`src/rtl/orv64_fetch_resp_mux.sv`:
```
// Fetch response mux: probes the inst trace buffer, forwards misses to the icache,
// merges both response sources into one registered response to IF, tracks one outstanding miss.
module orv64_fetch_resp_mux #(
  parameter int unsigned CNT_W   = 32,
  parameter int unsigned TIMEOUT = 1024,
  parameter int unsigned PC_W    = 40,
  parameter int unsigned DATA_W  = 64
) (
  input  logic              clk,
  input  logic              rst,
  input  logic              if2fm_en,
  input  logic [PC_W-1:0]   if2fm_pc,
  output logic              fm_stall,
  output logic              fm2if_valid,
  output logic [DATA_W-1:0] fm2if_data,
  input  logic              itb_hit,
  input  logic              itb_hit_ff,
  input  logic              itb2fm_valid,
  input  logic [DATA_W-1:0] itb2fm_data,
  output logic              fm2ic_en,
  output logic [PC_W-1:0]   fm2ic_pc,
  input  logic              ic_req_rdy,
  input  logic              ic2fm_valid,
  input  logic [DATA_W-1:0] ic2fm_data,
  input  logic              fm_flush,
  output logic [CNT_W-1:0]  fm_hit_cnt,
  output logic [CNT_W-1:0]  fm_miss_cnt,
  output logic              fm_timeout
);

  localparam int unsigned WC_W = $clog2(TIMEOUT + 1);

  typedef enum logic [1:0] {IDLE, REQ, WAIT_IC, DRAIN} state_e;

  state_e            state_q, state_d;
  logic [PC_W-1:0]   pc_q, pc_d;
  logic              hit_pend_q, hit_pend_d;
  logic [WC_W-1:0]   wait_cnt_q, wait_cnt_d;
  logic              fm2if_valid_q, fm2if_valid_d;
  logic [DATA_W-1:0] fm2if_data_q, fm2if_data_d;
  logic [CNT_W-1:0]  hit_cnt_q, hit_cnt_d;
  logic [CNT_W-1:0]  miss_cnt_q, miss_cnt_d;
  logic              timeout_q, timeout_d;
  logic              hit_inc, miss_inc;

  always_comb begin
    state_d       = state_q;
    pc_d          = pc_q;
    hit_pend_d    = 1'b0;
    wait_cnt_d    = wait_cnt_q;
    timeout_d     = timeout_q;
    fm2if_valid_d = 1'b0;
    fm2if_data_d  = '0;
    fm2ic_en      = 1'b0;
    fm2ic_pc      = '0;
    fm_stall      = 1'b1;
    hit_inc       = 1'b0;
    miss_inc      = 1'b0;

    // A hit probed last cycle delivers regardless of where the miss FSM sits.
    if (hit_pend_q && itb_hit_ff && !fm_flush) begin
      fm2if_valid_d = itb2fm_valid;
      fm2if_data_d  = itb2fm_data;
    end

    case (state_q)
      IDLE: begin
        fm_stall = 1'b0;
        if (!fm_flush && if2fm_en) begin
          if (itb_hit) begin
            hit_pend_d = 1'b1;
            hit_inc    = 1'b1;
          end else begin
            fm2ic_en = 1'b1;
            fm2ic_pc = if2fm_pc;
            pc_d     = if2fm_pc;
            if (ic_req_rdy) begin
              state_d    = WAIT_IC;
              wait_cnt_d = '0;
              miss_inc   = 1'b1;
            end else begin
              state_d = REQ;
            end
          end
        end
      end
      REQ: begin
        if (fm_flush) begin
          state_d = IDLE;
        end else begin
          fm2ic_en = 1'b1;
          fm2ic_pc = pc_q;
          if (ic_req_rdy) begin
            state_d    = WAIT_IC;
            wait_cnt_d = '0;
            miss_inc   = 1'b1;
          end
        end
      end
      WAIT_IC: begin
        wait_cnt_d = (wait_cnt_q == WC_W'(TIMEOUT)) ? wait_cnt_q : wait_cnt_q + WC_W'(1);
        if (wait_cnt_d == WC_W'(TIMEOUT)) timeout_d = 1'b1;
        if (ic2fm_valid) begin
          state_d = IDLE;
          if (!fm_flush) begin
            fm2if_valid_d = 1'b1;
            fm2if_data_d  = ic2fm_data;
          end
        end else if (fm_flush) begin
          state_d = DRAIN;
        end
      end
      DRAIN: begin
        if (ic2fm_valid) state_d = IDLE;
      end
      default: state_d = IDLE;
    endcase

    hit_cnt_d  = (hit_inc && hit_cnt_q != '1) ? hit_cnt_q + CNT_W'(1) : hit_cnt_q;
    miss_cnt_d = (miss_inc && miss_cnt_q != '1) ? miss_cnt_q + CNT_W'(1) : miss_cnt_q;
  end

  always_ff @(posedge clk or posedge rst) begin
    if (rst) begin
      state_q       <= IDLE;
      pc_q          <= '0;
      hit_pend_q    <= 1'b0;
      wait_cnt_q    <= '0;
      fm2if_valid_q <= 1'b0;
      fm2if_data_q  <= '0;
      hit_cnt_q     <= '0;
      miss_cnt_q    <= '0;
      timeout_q     <= 1'b0;
    end else begin
      state_q       <= state_d;
      pc_q          <= pc_d;
      hit_pend_q    <= hit_pend_d;
      wait_cnt_q    <= wait_cnt_d;
      fm2if_valid_q <= fm2if_valid_d;
      fm2if_data_q  <= fm2if_data_d;
      hit_cnt_q     <= hit_cnt_d;
      miss_cnt_q    <= miss_cnt_d;
      timeout_q     <= timeout_d;
    end
  end

  assign fm2if_valid = fm2if_valid_q;
  assign fm2if_data  = fm2if_data_q;
  assign fm_hit_cnt  = hit_cnt_q;
  assign fm_miss_cnt = miss_cnt_q;
  assign fm_timeout  = timeout_q;

endmodule

```
`config.mk`:
```
export PLATFORM = sky130hd
export DESIGN_NAME = orv64_fetch_resp_mux
export DESIGN_NICKNAME = d
export VERILOG_FILES = /design/src/rtl/orv64_fetch_resp_mux.sv
export SDC_FILE = /design/constraint.sdc
export NUM_CORES = 1
export LEC_CHECK = 0
export ABC_AREA = 1
export BUFFER_PORTS_ARGS = -buffer_cell sky130_fd_sc_hd__clkbuf_2
export CORE_ASPECT_RATIO = 0.6
export CORE_MARGIN = 4
export CORE_UTILIZATION = 50
export CTS_BUF_LIST = sky130_fd_sc_hd__clkbuf_8
export DETAILED_ROUTE_END_ITERATION = 10
export HOLD_SLACK_MARGIN = 0.08
export PLACE_DENSITY = 0.92
export SETUP_SLACK_MARGIN = 0.02
export SYNTH_ARGS = -nofsm -noshare
export SYNTH_HDL_FRONTEND = slang
export SYNTH_SLANG_ARGS = --single-unit
```
`constraint.sdc`:
```
create_clock -name clk -period 8.2 [get_ports clk]
set_input_delay 0.82 -clock clk [delete_from_list [all_inputs] [get_ports clk]]
set_output_delay 0.82 -clock clk [all_outputs]
set_load 0.05 [all_outputs]
```
## After elaboration in Yosys (flattened, before gate mapping)

Index checks and enable logic that the tools add are counted.

- Register bits: 184
- Input port bits: 177
- Word-level logic and storage cells: 78

- Add/subtract/negate cells: 3
- Equal/unequal tests: 13
- Mux-type cells: 40
- Bitwise operators: 1
- Reduce and logical (&&, ||, !) cells: 12

Operator list:

| kind | number |
|---|---|
| $mux 64 | 4 |
| $mux 40 | 3 |
| $pmux 40 s2 | 1 |
| $add 32x1->32 const B | 2 |
| $ne 32x32->1 const B | 2 |
| $mux 11 | 5 |
| $pmux 11 s3 | 1 |
| $eq 11x11->1 const B | 2 |
| $mux 2 | 8 |
| $mux 1 | 15 |
| $add 11x1->11 const B | 1 |
| $ne 2x2->1 const B | 4 |
| $pmux 2 s4 | 1 |
| $ne 3x3->1 const B | 2 |
| $logic_and 1x1->1 | 5 |
| $reduce_and 5->1 | 1 |
| $eq 2x2->1 const B | 2 |
| $pmux 1 s2 | 2 |
| $reduce_and 4->1 | 1 |
| $reduce_and 3->1 | 1 |
| $reduce_bool 3->1 | 1 |
| $eq 2x1->1 const B | 1 |
| $logic_not 2->1 | 1 |
| $reduce_and 2->1 | 1 |
| other kinds (2) | 2 |

## Depth between registers and ports, before layout

Gate-level depths: netlist of the first run.

- Depth after elaboration: 6
- Mapped depth: 11
- Mapped depth without buffers: 10

## Worst setup path after synthesis of the first run

OpenSTA, ideal clock, no wires.

- Kind: input -> output
- From: input if2fm_en
- To: output fm2ic_pc[2]
- Arrival time: 2.540 ns
- Slack: 4.840 ns
- Stages: 6
- Path buffers: 2
- Cell sequence: inv_1 > nor2_1 > nand3_1 > buf_2 > buf_1 > o21ai_0

- Word-level cells in the longest chain between the ends: 3

Ends and longest elaborated chain:

| element | RTL line | RTL |
|---|---|---|
| start, declared | 11 | `input logic if2fm_en,` |
| $logic_and 1x1->1 | 69 | `if (!fm_flush && if2fm_en) begin` |
| $mux 40 | 69 |  |
| $pmux 40 s2 | 66 | `case (state_q)` |
| end, declared | 21 | `output logic [PC_W-1:0] fm2ic_pc,` |

No other way between the ends.

## Worst setup path after layout of the first run

- From: register state_q[0]
- To: output fm2ic_pc[32]

- Word-level cells in the longest chain between the ends: 2
- Elaborated cells on any way between the ends: 3
- Classes of those cells: eq/ne: 1; mux: 1; reduce/logical: 1

Ends and longest elaborated chain:

| element | RTL line | RTL |
|---|---|---|
| start, declared | 35 | `state_e state_q, state_d;` |
| start signal, assigned | 135 | `state_q <= state_d;` |
| $eq 2x1->1 or $logic_not 2->1 (tied branches) | 66 |  |
| $pmux 40 s2 (*) | 66 |  |

Every way passes the cells marked *; elsewhere a longest branch is shown, timed or not.

==> results of run 1 <==
[power groups by stage]
stage,Clock [W],Combinational (W),Sequential [W]
4_1_cts,0.000671,0.00118,0.00127
5_1_grt,0.000709,0.00128,0.00131
6_report,0.000660,0.00118,0.00128
3_5_place_dp,0,0.00118,0.00129
3_3_place_gp,0,0.00115,0.00128
2_1_floorplan,0,0.000601,0.00153
[worst max-delay path, stage by stage (launching register included)]
cell and delay, ns:
dfrtp_1 0.49, nor2_4 0.17, nand3_2 0.77, inv_1 1.06, nand2_1 0.13, o21ai_0 0.16, clkbuf_2 0.34
[logic make-up after synthesis]
logic type                 Yosys count  synth area share, %
DFF                                184                47.79
buffers and inverters              302                12.69
xor gates and xnor gates            27                2.455
adders and majority gates            4               0.5195
AOI/OAI and AO/OA                  202                12.00
and+or+nand+nor                    570                24.55
[cell type report]
cell class	count	area (um^2)
fill	1662	7038
sequential	184	4604
multi-input combinational	803	3832
timing repair buffer	352	1772
inverter	262	996.0
tap	246	307.8
clock buffer	19	261.5
clock inverter	12	160.2
antenna	4	10.01
[flip-flops by register name, summed over array words and instances (netlist names)]
register / flops
wait_cnt_q: 11
fm2if_data: 64
fm_hit_cnt: 32
state_q: 2
fm2if_valid: 1
fm_timeout: 1
hit_pend_q: 1
pc_q: 40
fm_miss_cnt: 32
[per-layer routing]
metal	track usage, %	part of all wire [%]
met5	0	0
met2	42.02	45
met4	9.847	2.7
met1	38.38	43
met3	6.201	10
[final timing paths]
check                                        from                        end  depth (start not counted)
max                        state_q[0]$_DFFE_PP0P_               fm2ic_pc[32]                          6
min                                           rst  fm_hit_cnt[7]$_DFFE_PP0P_                          2
max reg2reg                state_q[0]$_DFFE_PP0P_       pc_q[30]$_DFFE_PP0P_                          5
min reg2reg                fm_timeout$_DFFE_PP0P_     fm_timeout$_DFFE_PP0P_                          2
max in group asynchronous                     rst   fm2if_data[60]$_DFF_PP0_                          3
min in group clk           fm_timeout$_DFFE_PP0P_     fm_timeout$_DFFE_PP0P_                          2
[cells in the mapped netlist]
master	number
a21boi_2	1
a21oi_2	1
a221oi_1	1
and3_1	1
buf_1	1
buf_2	10
buf_4	7
buf_6	3
buf_8	2
clkbuf_1	17
dfrtp_1	184
ha_1	4
inv_1	256
inv_2	5
inv_6	1
nand2_1	376
nand2_2	3
nand2_4	1
nand3_1	52
nand3b_1	11
nand4_1	7
nor2_1	87
nor2_4	3
nor3_1	26
nor3_4	2
nor3b_1	1
o211ai_1	2
o21ai_0	115
o21ai_1	1
o21ai_2	10
o22ai_1	71
xnor2_1	6
xor2_1	21
[stage by stage]
stage / std cells / hold slack, ns / setup WS (ns)
2_1_floorplan: 1289 / 0.4534 / 2.380
3_3_place_gp: 1847 / 0.4479 / 3.973
3_5_place_dp: 1847 / 0.4627 / 3.857
4_1_cts: 1878 / 0.4856 / 3.765
5_1_grt: 1882 / 0.5228 / 3.326
6_report: 1882 / 0.4440 / 3.769
==> qor.yml, run 1 <==
total_leakage_power_nw: 6.715
utilization_pct: 62.92
synth_area_leaders: "dfrtp_1 (48%), nand2_1 (15%), inv_1 (10%), o21ai_0 (6.0%), o22ai_1 (4.6%)"
ys_ff_latch: 184
hold_buffers: 0
switching_power_w: 0.001380
finish.instance_area_um2: 11940
layout-drive-gt1-share_pct: 25.06
grt_pass1_wl_um: 46990
max_cap_viol_count: 0
end_kind: "output pin"
p_seq_share_pct: 41.1
wl_per_cell_um: 15.78
cts_tree: "built"
drt_iter0_drc: 770
netlist_area_um2: 9634
peakVddDrop_mv: 0.2122
first_pass_iters: 8
ys_seq_area_share_pct: 47.79
drv_slew: 0
worstSetupPathType: "flip-flop to output pin"
final.setup.tns_ns: 0
reg2reg_slack_ns: 5.28
ys_warn_count: 0
grt_pass1_vias: 9093
hold_class: "input pin to asynchronous set/reset pin"
period_needed_ns: 4.431
postPlaceCellArea_um2: 11510
synthDistinctLibCells: 33
ios: 349
die_w_um: 187.2
cts.sinks: 184
setup_violations: 0
clk_pin_slew_ns: 0.10
grt_max_degree: 121
core_um2: 18980
wl_um: 29700
ctsLongestPathBuffers: 2
dieArea_um2: 21630
rows: 39
synth.avg_cell_area_um2: 7.474
num_vias: 9765
hold_viol_final: 0
synth_nets: 1470
grt_antenna_before_repair: 4
cp_data_required_time_ns: 7.38
clock_latency_ns: 0.47
numCtsBuffers: 17
relSlewSlack_pct: 33.38
worstMarginPinSlew_ns: 0.9981
p_sw_share_pct: 44.23
ant_nets: 0
cts_root_buf: "clkbuf_8"
die_h_um: 115.5
viasPerCell: 5.189
dp_hpwl_um: 22920
io_buffers: 348
p_total_w: 0.003120
max_freq_ghz: 0.2257
final_net_count: 1801
area_delta_synth_final_pct: 23.97
netlist_instances: 1289
layout_common_cells: "nand2_1 (376), clkbuf_2 (348), inv_1 (259)"
synth_top_area_share_pct: 47.79
htreeDepth: 4
post-route-period-util_pct: 54.04
cts_resized: 0
grt_use_total_pct: 27.25
crit_fanout: 66
final_common_cell: "nand2_1"
cts_setup_buffers: 0
critPathArrivalTime_ns: 3.61
finClkSkew_ns: 0.01350
yosysTopAreaCell: "dfrtp_1"
clkPwrFrac_pct: 21.2
drc: 0
startpoint_type: "flip-flop"
place.gp.congestion: 1.005
status: "complete, no violations"
comb_power_share_pct: 37.7
grt_overflow: 0
cellPowerDensity_nw_per_um2: 261.2
start_util_pct: 50.75
rsz0062_at_grt: "no"
power.internal_w: 0.001740
Power figures use the tool's default switching activity.
==> run 2: changes to the inputs <==
clock period = 4.2 ns   (was 8.2 ns; I/O delays follow)
==> run 2 against run 1 <==
Net effect:
- sequential share of layout area increased by 0.065 points
- global-route usage decreased by 0.88 points
- wire length decreased by 2.7%
- power increased by 93%
- worst setup slack got worse by 2.6 ns
- critical path depth increased by 1
- utilization decreased by 0.11 points
- count of clock-buffer cells in the layout unchanged
- largest cell class unchanged
- largest power group unchanged
==> qor.yml, run 2 (same netlist as run 1, synthesis figures left out) <==
status: "complete, no violations"  # unchanged
die_h_um: 115.5  # unchanged
cts_tree: "built"  # unchanged
dp_hpwl_um: 22230  # was 22920 um
drt_iter0_drc: 886  # was 770
hold_viol_final: 0  # unchanged
hold_buffers: 0  # unchanged
ctsLongestPathBuffers: 2  # unchanged
clkPwrFrac_pct: 20.6  # was 21.2%
wl_per_cell_um: 15.38  # was 15.78 um
layout_common_cells: "nand2_1 (376), clkbuf_2 (348), inv_1 (258)"  # was nand2_1 (376), clkbuf_2 (348), inv_1 (259)
first_pass_iters: 7  # was 8
rsz0062_at_grt: "no"  # unchanged
startpoint_type: "flip-flop"  # unchanged
grt_pass1_vias: 8982  # was 9093
period_needed_ns: 3.041
largest_reg_flops: 64  # unchanged
place.gp.congestion: 0.9490  # was 1.005
core_um2: 18980  # unchanged
peakVddDrop_mv: 0.4179  # was 0.2122 mV
worstSetupEndpoint: "fm2ic_pc[19]"  # was fm2ic_pc[32]
relSlewSlack_pct: 23.37  # was 33.38%
cts.sinks: 184  # unchanged
viasPerCell: 5.172  # was 5.189
critPathArrivalTime_ns: 2.62  # was 3.61 ns
dieArea_um2: 21630  # unchanged
utilization_pct: 62.82  # was 62.92%
hold_class: "input pin to asynchronous set/reset pin"  # unchanged
cts_resized: 0  # unchanged
num_vias: 9713  # was 9765
p_sw_share_pct: 44.60  # was 44.23%
cts_root_buf: "clkbuf_8"  # unchanged
r2r_start: "fm_hit_cnt[0]$_DFFE_PP0P_"  # was state_q[0]$_DFFE_PP0P_
start_util_pct: 50.75  # unchanged
total_leakage_power_nw: 6.703  # was 6.715 nW
rows: 39  # unchanged
grt_antenna_before_repair: 1  # was 4
finClkSkew_ns: 0.01414  # was 0.01350 ns
setup_violations: 0  # unchanged
grt_overflow: 0  # unchanged
die_w_um: 187.2  # unchanged
cp-startpoint: "state_q[1]$_DFFE_PP0P_"  # was state_q[0]$_DFFE_PP0P_
area_delta_synth_final_pct: 23.77  # was 23.97%
end_kind: "output pin"  # unchanged
switching_power_w: 0.002687  # was 0.001380 W
max_freq_ghz: 0.3288
final_net_count: 1802  # was 1801
post-route-period-util_pct: 72.41
final_common_cell: "nand2_1"  # unchanged
stdcell_count: 1878  # was 1882
cts_setup_buffers: 0  # unchanged
drv_slew: 0  # unchanged
ant_nets: 0  # unchanged
reg2reg_slack_ns: 1.90  # was 5.28 ns
p_seq_share_pct: 41.6  # was 41.1%
drc: 0  # unchanged
reg2reg_to: "fm_hit_cnt[11]$_DFFE_PP0P_"  # was pc_q[30]$_DFFE_PP0P_
grt_pass1_wl_um: 45680  # was 46990 um
comb_power_share_pct: 37.8  # was 37.7%
power.internal_w: 0.003338  # was 0.001740 W
wl_um: 28890  # was 29700 um
io_buffers: 348  # unchanged
worstMarginPinSlew_ns: 1.149  # was 0.9981 ns
cp_data_required_time_ns: 3.78  # was 7.38 ns
htreeDepth: 4  # unchanged
cellPowerDensity_nw_per_um2: 505.2  # was 261.2 nW/um^2
max_cap_viol_count: 0  # unchanged
clock_latency_ns: 0.48  # was 0.47 ns
reg2reg_depth: 9  # was 5
final.setup.tns_ns: 0  # unchanged
worstSetupPathType: "flip-flop to output pin"  # unchanged
ios: 349  # unchanged
clk_pin_slew_ns: 0.10  # about the same
dp.cells: 1848  # was 1847
grt_use_total_pct: 26.37  # was 27.25%
numCtsBuffers: 17  # unchanged
crit_fanout: 23  # was 66
grt_max_degree: 185  # was 121
layout-drive-gt1-share_pct: 25.08  # was 25.06%
## run 2: stage by stage
stage | setup WS [ns] | hold WS (ns) | cell area, um^2 | power, W
floorplan | 1.415 | 0.4534 | 9638 | 0.004167
global placement | 1.779 | 0.4529 | 11530 | 0.004723
detailed placement | 1.646 | 0.4579 | 11530 | 0.004796
CTS | 1.150 | 0.1285 | 11920 | 0.006042
global route | 0.9393 | 0.1333 | 11920 | 0.006361
finish | 1.159 | 0.1112 | 11920 | 0.006025
## run 2: routing by layer
metal	global-route usage (%)	vias up	part of all wire, %
li1	-	4672	-
met1	35.39	4511	42
met2	43.42	492	47
met3	6.171	38	9.5
met4	8.075	0	1.6
met5	0	-	0
## run 2: power groups by stage
stage / clock, W / combinational (W) / sequential [W]
CTS: 0.00127 / 0.00228 / 0.00249
global route: 0.00133 / 0.00248 / 0.00255
finish: 0.00124 / 0.00228 / 0.00251
detailed placement: 0 / 0.00228 / 0.00252
global placement: 0 / 0.00221 / 0.00251
floorplan: 0 / 0.00117 / 0.00299
## run 2: worst min-delay path by stage
stage | from | endpoint | slack [ns] | depth (start not counted)
6_report | rst | fm2if_data[17]$_DFF_PP0_ | 0.11 | 3
5_1_grt | itb2fm_data[29] | fm2if_data[29]$_DFF_PP0_ | 0.13 | 3
3_3_place_gp | fm_timeout$_DFFE_PP0P_ | fm_timeout$_DFFE_PP0P_ | 0.45 | 2
3_5_place_dp | fm_timeout$_DFFE_PP0P_ | fm_timeout$_DFFE_PP0P_ | 0.46 | 2
4_1_cts | itb2fm_data[24] | fm2if_data[24]$_DFF_PP0_ | 0.13 | 3
2_1_floorplan | pc_q[0]$_DFFE_PP0P_ | pc_q[0]$_DFFE_PP0P_ | 0.45 | 2
## run 2: worst max-delay path: stages, from the launching register on
cell	delay, ns
dfrtp_1	0.47
inv_1	0.16
nand3_1	0.13
buf_4	0.24
inv_1	0.59
nand2_1	0.12
o21ai_0	0.13
clkbuf_2	0.31
## run 2: area by class of cell
class	count	area [um^2]
Antenna cell	1	2.502
Clock buffer	19	261.5
Clock inverter	10	131.4
Fill cell	1669	7058
Inverter	262	992.2
Multi-Input combinational cell	803	3832
Sequential cell	184	4604
Tap cell	246	307.8
Timing Repair Buffer	353	1792
==> run 3: changes to the inputs <==
ABC_AREA = 0   (was 1)
PLACE_DENSITY = 0.94   (was 0.92)
clock period = 2.8 ns   (was 4.2 ns; I/O delays follow)
==> run 3 against run 2 <==
Net effect:
- via count is 15% lower
- sequential cell count unchanged
- global-route usage grew 5.5 points
- sequential power up 27%
- worst setup slack worse by 1.0 ns
- area after synthesis fell by 15%
- critical path depth fell by 1
- power increased by 7.3%
- wire length is 8.4% higher
- non-clock buffer count increased by 146
==> qor.yml, run 3 <==
relSlewSlack_pct: 48.80  # was 23.37%
grt_pass1_wl_um: 46000  # was 45680 um
ios: 349  # unchanged
final_net_count: 1348  # was 1802
cts.sinks: 184  # unchanged
die_h_um: 106.9  # was 115.5 um
start_util_pct: 52.04  # was 50.75%
drt_iter0_drc: 849  # was 886
cts_root_buf: "clkbuf_8"  # unchanged
max_freq_ghz: 0.3768
numCtsBuffers: 17  # unchanged
postPlaceCellArea_um2: 10160  # was 11530 um^2
switching_power_w: 0.002209  # was 0.002687 W
peakVddDrop_mv: 0.3395  # was 0.4179 mV
synth_top_area_share_pct: 56.44  # was 47.79%
hold_viol_final: 0  # unchanged
grt_pass1_vias: 8448  # was 8982
core_um2: 15680  # was 18980 um^2
cp_data_required_time_ns: 3.18  # was 3.78 ns
total_leakage_power_nw: 6.193  # was 6.703 nW
worstMarginPinSlew_ns: 0.7680  # was 1.149 ns
wl_per_cell_um: 22.63  # was 15.38 um
viasPerCell: 5.973  # was 5.172
crit_fanout: 64  # was 23
area_delta_synth_final_pct: 46.96  # was 23.77%
synth_nets: 861  # was 1470
first_pass_iters: 6  # was 7
num_vias: 8267  # was 9713
grt_antenna_before_repair: 1  # unchanged
period_needed_ns: 2.654
end_kind: "flip-flop"  # was output pin
place.gp.congestion: 0.9382  # was 0.9490
die_w_um: 172.9  # was 187.2 um
layout-drive-gt1-share_pct: 37.71  # was 25.08%
synth_area_leaders: "dfrtp_1 (56%), a22o_1 (11%), mux2_2 (5.8%), xnor2_1 (4.1%), xor2_1 (2.7%)"  # was dfrtp_1 (48%), nand2_1 (15%), inv_1 (10%), o21ai_0 (6.0%), o22ai_1 (4.6%)
wl_um: 31310  # was 28890 um
cellPowerDensity_nw_per_um2: 539.3  # was 505.2 nW/um^2
netlist_instances: 680  # was 1289
grt_max_degree: 96  # was 185
power.internal_w: 0.004256  # was 0.003338 W
p_sw_share_pct: 34.17  # was 44.60%
largest_reg_flops: 64  # unchanged
dp_hpwl_um: 19260  # was 22230 um
dieArea_um2: 18490  # was 21630 um^2
final_common_cell: "clkbuf_2"  # was nand2_1
layout_common_cells: "clkbuf_2 (348), dfrtp_1 (184), dlygate4sd3_1 (141)"  # was nand2_1 (376), clkbuf_2 (348), inv_1 (258)
drc: 0  # unchanged
drv_slew: 0  # unchanged
synthDistinctLibCells: 48  # was 33
ys_ff_latch: 184  # unchanged
rsz0062_at_grt: "no"  # unchanged
whs_path_depth: 2
hold_class: "input pin to flip-flop"  # was input pin to asynchronous set/reset pin
ctsLongestPathBuffers: 2  # unchanged
r2r_start: "state_q[1]$_DFFE_PP0P_"  # was fm_hit_cnt[0]$_DFFE_PP0P_
finClkSkew_ns: 0.02494  # was 0.01414 ns
comb_power_share_pct: 22.4  # was 37.8%
ant_nets: 0  # unchanged
io_buffers: 348  # unchanged
setup_violations: 0  # unchanged
grt_overflow: 0  # unchanged
synth_commonest_cells: "dfrtp_1 (184), a22o_1 (106), mux2_2 (42), xnor2_1 (38), nand3_1 (33)"  # was nand2_1 (376), inv_1 (256), dfrtp_1 (184), o21ai_0 (115), nor2_1 (87)
rows: 35  # was 39
final.setup.tns_ns: 0  # unchanged
p_seq_share_pct: 49.3  # was 41.6%
ys_warn_count: 0  # unchanged
grt_use_total_pct: 31.90  # was 26.37%
netlist_area_um2: 8158  # was 9634 um^2
cp-startpoint: "state_q[1]$_DFFE_PP0P_"  # unchanged
post-route-period-util_pct: 94.78
yosysTopAreaCell: "dfrtp_1"  # unchanged
finish.instance_area_um2: 11990  # was 11920 um^2
ys_seq_area_share_pct: 56.44  # was 47.79%
ys.flop_type: "dfrtp_1"  # unchanged
reg2reg_depth: 6  # was 9
async_reset_ff_share_pct: 100.0  # unchanged
synth.avg_cell_area_um2: 12.00  # was 7.474 um^2
status: "complete, no violations"  # unchanged
htreeDepth: 4  # unchanged
synth.most_common_cell: "dfrtp_1"  # was nand2_1
max_cap_viol_count: 0  # unchanged
clk_pin_slew_ns: 0.12  # was 0.10 ns
worstSetupPathType: "flip-flop to flip-flop"  # was flip-flop to output pin
critPathArrivalTime_ns: 3.03  # was 2.62 ns
synth_edf_count: 0  # unchanged
min_from: "itb2fm_data[5]"
cts_tree: "built"  # unchanged
clock_latency_ns: 0.45  # was 0.48 ns
clkPwrFrac_pct: 28.4  # was 20.6%
startpoint_type: "flip-flop"  # unchanged
run 3: cell count changes in the layout (fill, tap and decap cells not counted), moves of 69 or more:
cell           previous run  this run
dlygate4sd3_1             0       141
inv_1                   258        13
nand2_1                 376        29
a22o_1                    0       106
o21ai_0                 115        16
o22ai_1                  71         2
run 3: final timing paths:
path	endpoint	slack, ns
worst max-delay path	fm2if_data[30]$_DFF_PP0_	0.15
worst min-delay path	fm2if_data[5]$_DFF_PP0_	0.12
worst max register to register	fm2if_data[30]$_DFF_PP0_	0.15
worst min register to register	fm_timeout$_DFFE_PP0P_	0.49
max in group asynchronous	pc_q[12]$_DFFE_PP0P_	1.80
min in group asynchronous	fm_hit_cnt[11]$_DFFE_PP0P_	0.54
run 3: critical path, cell delays in order (launching register included):
cell and delay (ns):
dfrtp_1 0.47, nor2b_1 0.17, buf_4 0.19, a211oi_4 0.22, buf_4 0.60, a22o_1 0.29, dlygate4sd3_1 0.62
run 3: cells by family after synthesis:
logic type	after synthesis	synth area share [%]
adders and majority gates	4	0.6135
buffers and inverters	44	2.101
and+or+nand+nor	198	13.64
DFF	184	56.44
muxes	43	5.981
xor gates and xnor gates	63	6.764
AOI/OAI and AO/OA	144	14.46
run 3: through the flow:
stage	setup WS [ns]	utilization, %	hold WS (ns)	instances	total power (W)
2_1_floorplan	0.1555	-	0.3899	680	0.003998
3_3_place_gp	0.5523	64.78	0.4664	1209	0.004407
3_5_place_dp	0.4407	64.78	0.4746	1209	0.004449
4_1_cts	0.04265	75.74	0.08004	1373	0.006375
5_1_grt	0.05847	76.47	0.07360	1384	0.006725
6_report	0.1462	76.47	0.1175	1384	0.006465
run 3: metal layers:
metal	up-vias	global-route usage (%)	part of all wire, %
met1	4022	38.07	35
li1	3518	-	-
met5	-	1.944	0.15
met2	561	53.86	49
met4	2	13.66	5.5
met3	164	10.08	10
run 3: power by group through the flow:
stage          Sequential [W]  Combinational, W  Clock [W]
6_report              0.00318           0.00145    0.00183
5_1_grt               0.00321           0.00153    0.00198
4_1_cts               0.00315           0.00139    0.00184
3_5_place_dp          0.00319           0.00126          0
3_3_place_gp          0.00319           0.00122          0
2_1_floorplan         0.00342          0.000580          0
run 3: layout make-up:
type | instances | area, um^2
tap | 203 | 254.0
antenna | 1 | 2.502
clock inverter | 13 | 137.6
sequential | 184 | 4604
clock buffer | 19 | 261.5
timing repair buffer | 499 | 3266
inverter | 13 | 52.55
multi-input combinational | 452 | 3411
fill | 1017 | 3689
run 3: timing repair:
item | in CTS | in global routing
pin swaps | 0 | 0
endpoints found under the setup margin | 35 | 35
buffers inserted | 1 | 0
resized for setup | 0 | 2
hold buffers | 131 | 10
endpoints found under the hold margin | 270 | 7
